`src/rtl/uart_tx_serializer.sv`:
```
// uart_tx_serializer: FIFO-buffered 8N1 UART transmitter.
// Define UART_TX_PARITY_EN to insert an even-parity bit between the data and stop bits.
module uart_tx_serializer #(
  parameter int CLK_DIV    = 16,
  parameter int FIFO_DEPTH = 8,
  parameter int FIFO_AW    = 3
) (
  input  logic               clock,
  input  logic               reset,
  input  logic               in_valid,
  input  logic [7:0]         in_data,
  output logic               in_ready,
  output logic               tx,
  output logic               busy,
  output logic [FIFO_AW:0]   fifo_count
);
  localparam int BW = (CLK_DIV > 1) ? $clog2(CLK_DIV) : 1;
`ifdef UART_TX_PARITY_EN
  typedef enum logic [2:0] {IDLE, START, DATA, PAR, STOP} state_t;
`else
  typedef enum logic [2:0] {IDLE, START, DATA, STOP} state_t;
`endif
  state_t              state_q;
  logic [7:0]          mem_q [FIFO_DEPTH];
  logic [FIFO_AW-1:0]  wr_q, wr_d, rd_q, rd_d;
  logic [FIFO_AW:0]    cnt_q, cnt_d;
  logic [BW-1:0]       baud_q;
  logic [2:0]          bit_q;
  logic [7:0]          shift_q;
  logic                tx_q;
`ifdef UART_TX_PARITY_EN
  logic                par_q;
`endif
  logic                push, pop, baud_end;
  assign baud_end   = baud_q == BW'(CLK_DIV - 1);
  assign in_ready   = cnt_q != (FIFO_AW + 1)'(FIFO_DEPTH);
  assign push       = in_valid & in_ready;
  // The head byte leaves either from IDLE or at the last cycle of STOP, giving gap-free frames.
  assign pop        = (cnt_q != '0) & ((state_q == IDLE) | ((state_q == STOP) & baud_end));
  assign tx         = tx_q;
  assign busy       = (state_q != IDLE) | (cnt_q != '0);
  assign fifo_count = cnt_q;
  always_comb begin
    wr_d  = push ? wr_q + FIFO_AW'(1) : wr_q;
    rd_d  = pop ? rd_q + FIFO_AW'(1) : rd_q;
    cnt_d = cnt_q + {{FIFO_AW{1'b0}}, push} - {{FIFO_AW{1'b0}}, pop};
  end
  always_ff @(posedge clock) begin
    if (push) mem_q[wr_q] <= in_data;
  end
  always_ff @(posedge clock or negedge reset) begin
    if (!reset) begin
      wr_q    <= '0;
      rd_q    <= '0;
      cnt_q   <= '0;
      state_q <= IDLE;
      baud_q  <= '0;
      bit_q   <= '0;
      shift_q <= '0;
      tx_q    <= 1'b1;
`ifdef UART_TX_PARITY_EN
      par_q   <= 1'b0;
`endif
    end else begin
      wr_q   <= wr_d;
      rd_q   <= rd_d;
      cnt_q  <= cnt_d;
      baud_q <= (state_q == IDLE || baud_end) ? '0 : baud_q + BW'(1);
      if (pop) begin
        state_q <= START;
        shift_q <= mem_q[rd_q];
        bit_q   <= '0;
        tx_q    <= 1'b0;
`ifdef UART_TX_PARITY_EN
        par_q   <= ^mem_q[rd_q];
`endif
      end else begin
        case (state_q)
          START: if (baud_end) begin
            state_q <= DATA;
            tx_q    <= shift_q[0];
            shift_q <= shift_q >> 1;
            bit_q   <= '0;
          end
          DATA: if (baud_end) begin
            if (bit_q == 3'd7) begin
`ifdef UART_TX_PARITY_EN
              state_q <= PAR;
              tx_q    <= par_q;
`else
              state_q <= STOP;
              tx_q    <= 1'b1;
`endif
            end else begin
              bit_q   <= bit_q + 3'd1;
              tx_q    <= shift_q[0];
              shift_q <= shift_q >> 1;
            end
          end
`ifdef UART_TX_PARITY_EN
          PAR: if (baud_end) begin
            state_q <= STOP;
            tx_q    <= 1'b1;
          end
`endif
          STOP: if (baud_end) begin
            state_q <= IDLE;
            tx_q    <= 1'b1;
          end
          default: ;
        endcase
      end
    end
  end
endmodule

```
`config.mk`:
```
export PLATFORM = sky130hd
export DESIGN_NAME = uart_tx_serializer
export DESIGN_NICKNAME = d
export VERILOG_FILES = /design/src/rtl/uart_tx_serializer.sv
export SDC_FILE = /design/constraint.sdc
export NUM_CORES = 1
export LEC_CHECK = 0
export ABC_AREA = 1
export ABC_CLOCK_PERIOD_IN_PS = 5150
export CAP_MARGIN = 20
export CORE_ASPECT_RATIO = 1.1
export CORE_MARGIN = 10
export CORE_UTILIZATION = 30
export DETAILED_ROUTE_END_ITERATION = 16
export PLACE_DENSITY = 0.54
export SLEW_MARGIN = 0
export SYNTH_ARGS = -nofsm -noshare
export SYNTH_HDL_FRONTEND = slang
export SYNTH_SLANG_ARGS = --single-unit
export TNS_END_PERCENT = 20
```
`constraint.sdc`:
```
create_clock -name clock -period 5.15 [get_ports clock]
set_input_delay 1.2875 -clock clock [delete_from_list [all_inputs] [get_ports clock]]
set_output_delay 1.2875 -clock clock [all_outputs]
set_load 0.1 [all_outputs]
```
Word level (Yosys, flattened, before mapping)

Memory sizes are Yosys's and may differ from the RTL's.
Cells that the tools add are included.
Widths: inputs -> output; s select.

Bits in registers: 29
RAM bits: 64
Input port bits: 11
Output and inout port bits: 7
Word-level logic and storage cells: 64
Memories kept: 1

Add/subtract/negate cells: 6
Eq/ne operators: 11
Mux-type cells: 24
Bitwise operators: 5
Reductions and logical operators: 9

Memories:

| memory | words | bits a word | rd ports | clocked after Yosys merged registers in | wr ports | line | RTL |
|---|---|---|---|---|---|---|---|
| mem_q  | 8     | 8           | 1        | 0                                       | 1        | 24   | `logic [7:0] mem_q [FIFO_DEPTH];` |

Operators with widths:

| cell                | number |
|---|---|
| $mux 8              | 4 |
| $mux 3              | 8 |
| $pmux 8 s2          | 1 |
| $ne 3x3->1 const B  | 5 |
| $add 3x1->3 const B | 3 |
| $pmux 3 s3          | 1 |
| $reduce_and 4->1    | 2 |
| $reduce_bool 4->1   | 2 |
| $mux 1              | 7 |
| $eq 3x2->1 const B  | 2 |
| $pmux 3 s2          | 1 |
| $reduce_bool 3->1   | 2 |
| $reduce_and 5->1    | 1 |
| $add 4x1->4         | 1 |
| $add 4x1->4 const B | 1 |
| $eq 4x4->1 const B  | 1 |
| $mux 4              | 1 |
| $ne 4x4->1 const B  | 1 |
| $sub 4x1->4         | 1 |
| $and 1x1->1         | 3 |
| $eq 3x1->1 const B  | 1 |
| $eq 3x3->1 const B  | 1 |
| $logic_not 3->1     | 1 |
| $pmux 1 s3          | 1 |
| 2 further kinds     | 3 |

Depth between registers and ports, before layout

Depth after elaboration: 6
Mapped depth: 13
Mapped depth without buffers: 12

Least setup slack after synthesis

No wires, ideal clock.

Path type: reg2reg
From: reg cnt_q[3], in the netlist fifo_count[3]
To: reg cnt_q[1], in the netlist fifo_count[1]
Setup time: 0.114 ns
Arrival time: 3.344 ns
Required time: 5.036 ns
Path slack: 1.692 ns
Cell stages (with the launch flop): 10
Path buffers: 0
Clock period less this slack: 3.458 ns
Cells stage by stage: dfrtp_1 -> ha_1 -> nand3_1 -> nand2_1 -> ha_1 -> inv_1 -> ha_1 -> inv_1 -> fa_1 -> inv_1

Word-level cells in the longest chain between the ends: 4
Elaborated cells between the ends (all ways): 6
Those cells by class: add/sub: 2; eq/ne: 1; bitwise: 2; reduce/logical: 1

RTL lines:

| what                   | line | RTL |
|---|---|---|
| start, declared        | 26   | `logic [FIFO_AW:0] cnt_q, cnt_d;` |
| start signal, assigned | 67   | `cnt_q <= cnt_d;` |
| $ne 4x4->1             | 36   | `assign in_ready = cnt_q != (FIFO_AW + 1)'(FIFO_DEPTH);` |
| named net in_ready     | 12   | `output logic in_ready,` |
| $and 1x1->1            | 37   | `assign push = in_valid & in_ready;` |
| $add 4x1->4            | 46   | `cnt_d = cnt_q + {{FIFO_AW{1'b0}}, push} - {{FIFO_AW{1'b0}}, pop};` |
| $sub 4x1->4            | 46   |  |
| named net cnt_d[1]     | 26   |  |

The timed path passes the listed nets, and every way through them passes these cells.
A chain may end at the register's enable or synchronous reset.

Worst setup path in the final report

From: reg state_q[0]
To: out busy

Word-level cells in the longest chain between the ends: 2

RTL lines:

| what                   | line | RTL |
|---|---|---|
| start, declared        | 23   | `state_t state_q;` |
| start signal, assigned | 56   | `state_q <= IDLE;` |
| start signal, assigned | 70   | `state_q <= START;` |
| start signal, assigned | 80   | `state_q <= DATA;` |
| $reduce_bool 3->1      | 41   | `assign busy = (state_q != IDLE) \| (cnt_q != '0);` |
| $or 1x1->1             | 41   |  |
| end, declared          | 14   | `output logic busy,` |

Every way passes these cells.

==> impl_metrics.env <==
export IMPL_start_util=0.307
export IMPL_ys_flop_type="edfxtp_1"
export IMPL_period_needed_ns=3.58
export IMPL_combPwrFrac=0.223
export IMPL_layout_drive_gt1_share=0.0471
export IMPL_drv_cap=0
export IMPL_cts_buffers=9
export IMPL_core_area_sq_mm=0.0138
export IMPL_switching_share=0.310
export IMPL_cts_tree="done"
export IMPL_ant_nets=0
export IMPL_powerDensity_mw_per_mm2=401
export IMPL_sequentialPowerShare=0.486
export IMPL_fin_hold_ws_ns=0.456
export IMPL_arrival_ns=2.29
export IMPL_syn_nets=454
export IMPL_min_path_type="register to register"
export IMPL_areaGrowthSynthToFinish_pct=14.2
export IMPL_syn_inst=426
export IMPL_path_class="register to primary output"
export IMPL_synth_async_reset_ratio=0.304
export IMPL_maxSlewHeadroom=0.338
export IMPL_drtPass1Iterations=4
export IMPL_gp_congestion=0.838
export IMPL_dp_cells=618
export IMPL_synth_edf_count=64
export IMPL_post_cts_setup_buffers=0
export IMPL_path_clk_slew_ns=0.06
export IMPL_cts_root_buf="clkbuf_16"
export IMPL_synth_area_sq_mm=0.00423
export IMPL_hold_viol=0
export IMPL_track_usage=0.0983
export IMPL_portBuffers=17
export IMPL_ys_seq_elements=92
export IMPL_layout_cells_non_filler=634
export IMPL_synthTopCellsByArea="edfxtp_1 (45%), dfrtp_1 (16%), nand2_1 (12%), nand3_1 (6.0%), inv_1 (5.3%)"
export IMPL_clk_latency_ns=0.33
export IMPL_h_tree_depth=3
export IMPL_fp_dieW_microns=133
export IMPL_p_leak_nw=2.14
export IMPL_ys_warn_count=0
export IMPL_grt_max_degree=35
export IMPL_synthDistinctLibCells=30
export IMPL_worst_setup_path_end_kind="primary output"
export IMPL_switching_power_w=0.000601
export IMPL_path_max_fanout=4
export IMPL_clock_skew_ns=0.00622
export IMPL_num_nets_final=470
export IMPL_worstPathRequired_ns=3.86
export IMPL_internal_power_w=0.00134
export IMPL_drt_iter0_markers=181
export IMPL_synth_top_cell_by_area="edfxtp_1"
export IMPL_via_per_inst=4.39
export IMPL_fp_dieH_microns=145
export IMPL_synth_top_area_frac=0.454
export IMPL_dp_hpwl_mm=6.45
export IMPL_cts_hold_buffers=0
export IMPL_worstMarginPinSlew_ns=0.989
export IMPL_utilization=0.350
export IMPL_drt_wl_total_mm=9.03
export IMPL_ir_drop_mv=0.202
export IMPL_clockBufferDepth=2
export IMPL_antenna_cells=0
export IMPL_seq_area_frac_synth=0.620
export IMPL_grt_setup_unrepaired="false"
export IMPL_setup_viol=0
export IMPL_post_cts_resized=0
export IMPL_nFillCells=1386
export IMPL_wl_per_cell_microns=14.2
export IMPL_grt_pass1_wl_mm=14.5
export IMPL_grt_pass1_vias=2790
export IMPL_die_area_sq_mm=0.0193
export IMPL_clock_power_share=0.292
export IMPL_finalCritPeriodShare=0.695
export IMPL_drv_slew=0
export IMPL_remaining_drc_errors=0
export IMPL_ioPinCount=18
export IMPL_num_vias=2785
export IMPL_setup_tns_ns=0
export IMPL_max_freq_mhz=279
export IMPL_grt_remaining_overflow=0
export IMPL_syn_avg_cell_area_sq_um=9.93
export IMPL_worstSetupStartpointType="register"
export IMPL_cts_sinks=92
export IMPL_status="finished, final reports clean"
export IMPL_antenna_found_initial=0
export IMPL_rows=45
final timing paths:
check | start | endpoint | slack (ns) | cells past startpoint
worst max-delay path | state_q[0] | busy | 1.57 | 4
worst min-delay path | baud_q[0] | baud_q[0] | 0.46 | 1
worst max register to register | state_q[0] | fifo_count[1] | 2.51 | 12
worst min register to register | baud_q[0] | baud_q[0] | 0.46 | 1
max in group asynchronous | reset | tx | 3.49 | 2
min in group asynchronous | reset | shift_q[4] | 1.35 | 2
metal layers:
layer	up-vias	track usage	wire [microns]
li1	1395	-	-
met1	1333	0.119	4100
met2	46	0.167	4480
met3	11	0.0232	301
met4	0	0.0367	159
met5	-	0	0
registers in the layout, summed over array words and instances (netlist names):
| register | cells |
|---|---|
| mem_q | 64 |
| shift_q | 8 |
| baud_q | 4 |
| fifo_count | 4 |
| bit_q | 3 |
| rd_q | 3 |
| wr_q | 3 |
| state_q | 2 |
| tx | 1 |
area by class of cell:
type,count,area [sq um],area share
sequential,92,2620,0.543
multi-input combinational,256,1280,0.264
inverter,64,241,0.0500
tap,188,235,0.0487
clock buffer,10,229,0.0474
timing repair buffer,19,205,0.0425
clock inverter,5,20.0,0.00414
synth_stat cells (2+ instances only):
| cell | count |
|---|---|
| buf_4 | 3 |
| nand2_1 | 138 |
| nand3_1 | 51 |
| dfrtp_1 | 27 |
| xor2_1 | 4 |
| nor2_1 | 17 |
| buf_2 | 8 |
| buf_6 | 2 |
| clkinv_1 | 2 |
| o21ai_1 | 6 |
| edfxtp_1 | 64 |
| a21oi_1 | 4 |
| xnor2_1 | 2 |
| inv_1 | 60 |
| o21ai_0 | 8 |
| ha_1 | 16 |
kinds of logic after synthesis:
| group | synth area share |
|---|---|
| and+or+nand+nor | 0.214 |
| AOI/OAI and AO/OA | 0.0234 |
| DFF | 0.620 |
| buffers and inverters | 0.0781 |
| adders and majority gates | 0.0520 |
| xor gates and xnor gates | 0.0124 |
power by group through the flow:
stage	Sequential [W]	Combinational, W	Clock, W
after floorplan	0.00107	0.000200	0
after global placement	0.000956	0.000431	0
after detailed placement	0.000957	0.000438	0
after CTS	0.000943	0.000439	0.000579
after global routing	0.000954	0.000474	0.000611
final	0.000941	0.000431	0.000565
worst max-delay path: stages (launching register included):
cell	delay (ns)
dfrtp_1	0.40
inv_1	0.10
ha_1	0.22
nand4_1	0.09
clkdlybuf4s50_1	1.14
through the flow:
step,setup slack (ns),cell area [sq um],power (W)
after global routing,1.50,4830,0.00204
after detailed placement,1.89,4560,0.00139
after CTS,1.54,4800,0.00196
final,1.57,4830,0.00194
after global placement,1.95,4560,0.00139
after floorplan,1.69,4230,0.00127
cells in the final DEF (no fill, tap or decap):
cell	count
clkbuf_1	1
edfxtp_1	64
nand2_4	1
nand3_2	1
clkbuf_16	9
nand2_2	1
ha_1	16
buf_16	1
o21ai_2	1
clkinv_1	6
xnor2_1	2
o21ai_1	6
nor3_1	1
dfrtp_1	27
nand3_4	1
nand3_1	51
a21oi_1	4
dfstp_2	1
or2_0	1
xor2_1	4
or2_2	1
buf_4	1
clkinv_2	2
nor2_1	17
fa_1	1
o21ai_0	8
inv_2	1
nand4_1	1
inv_1	60
nand2_1	138
clkdlybuf4s50_1	17
Note: power is estimated with default switching activity, not from simulation.
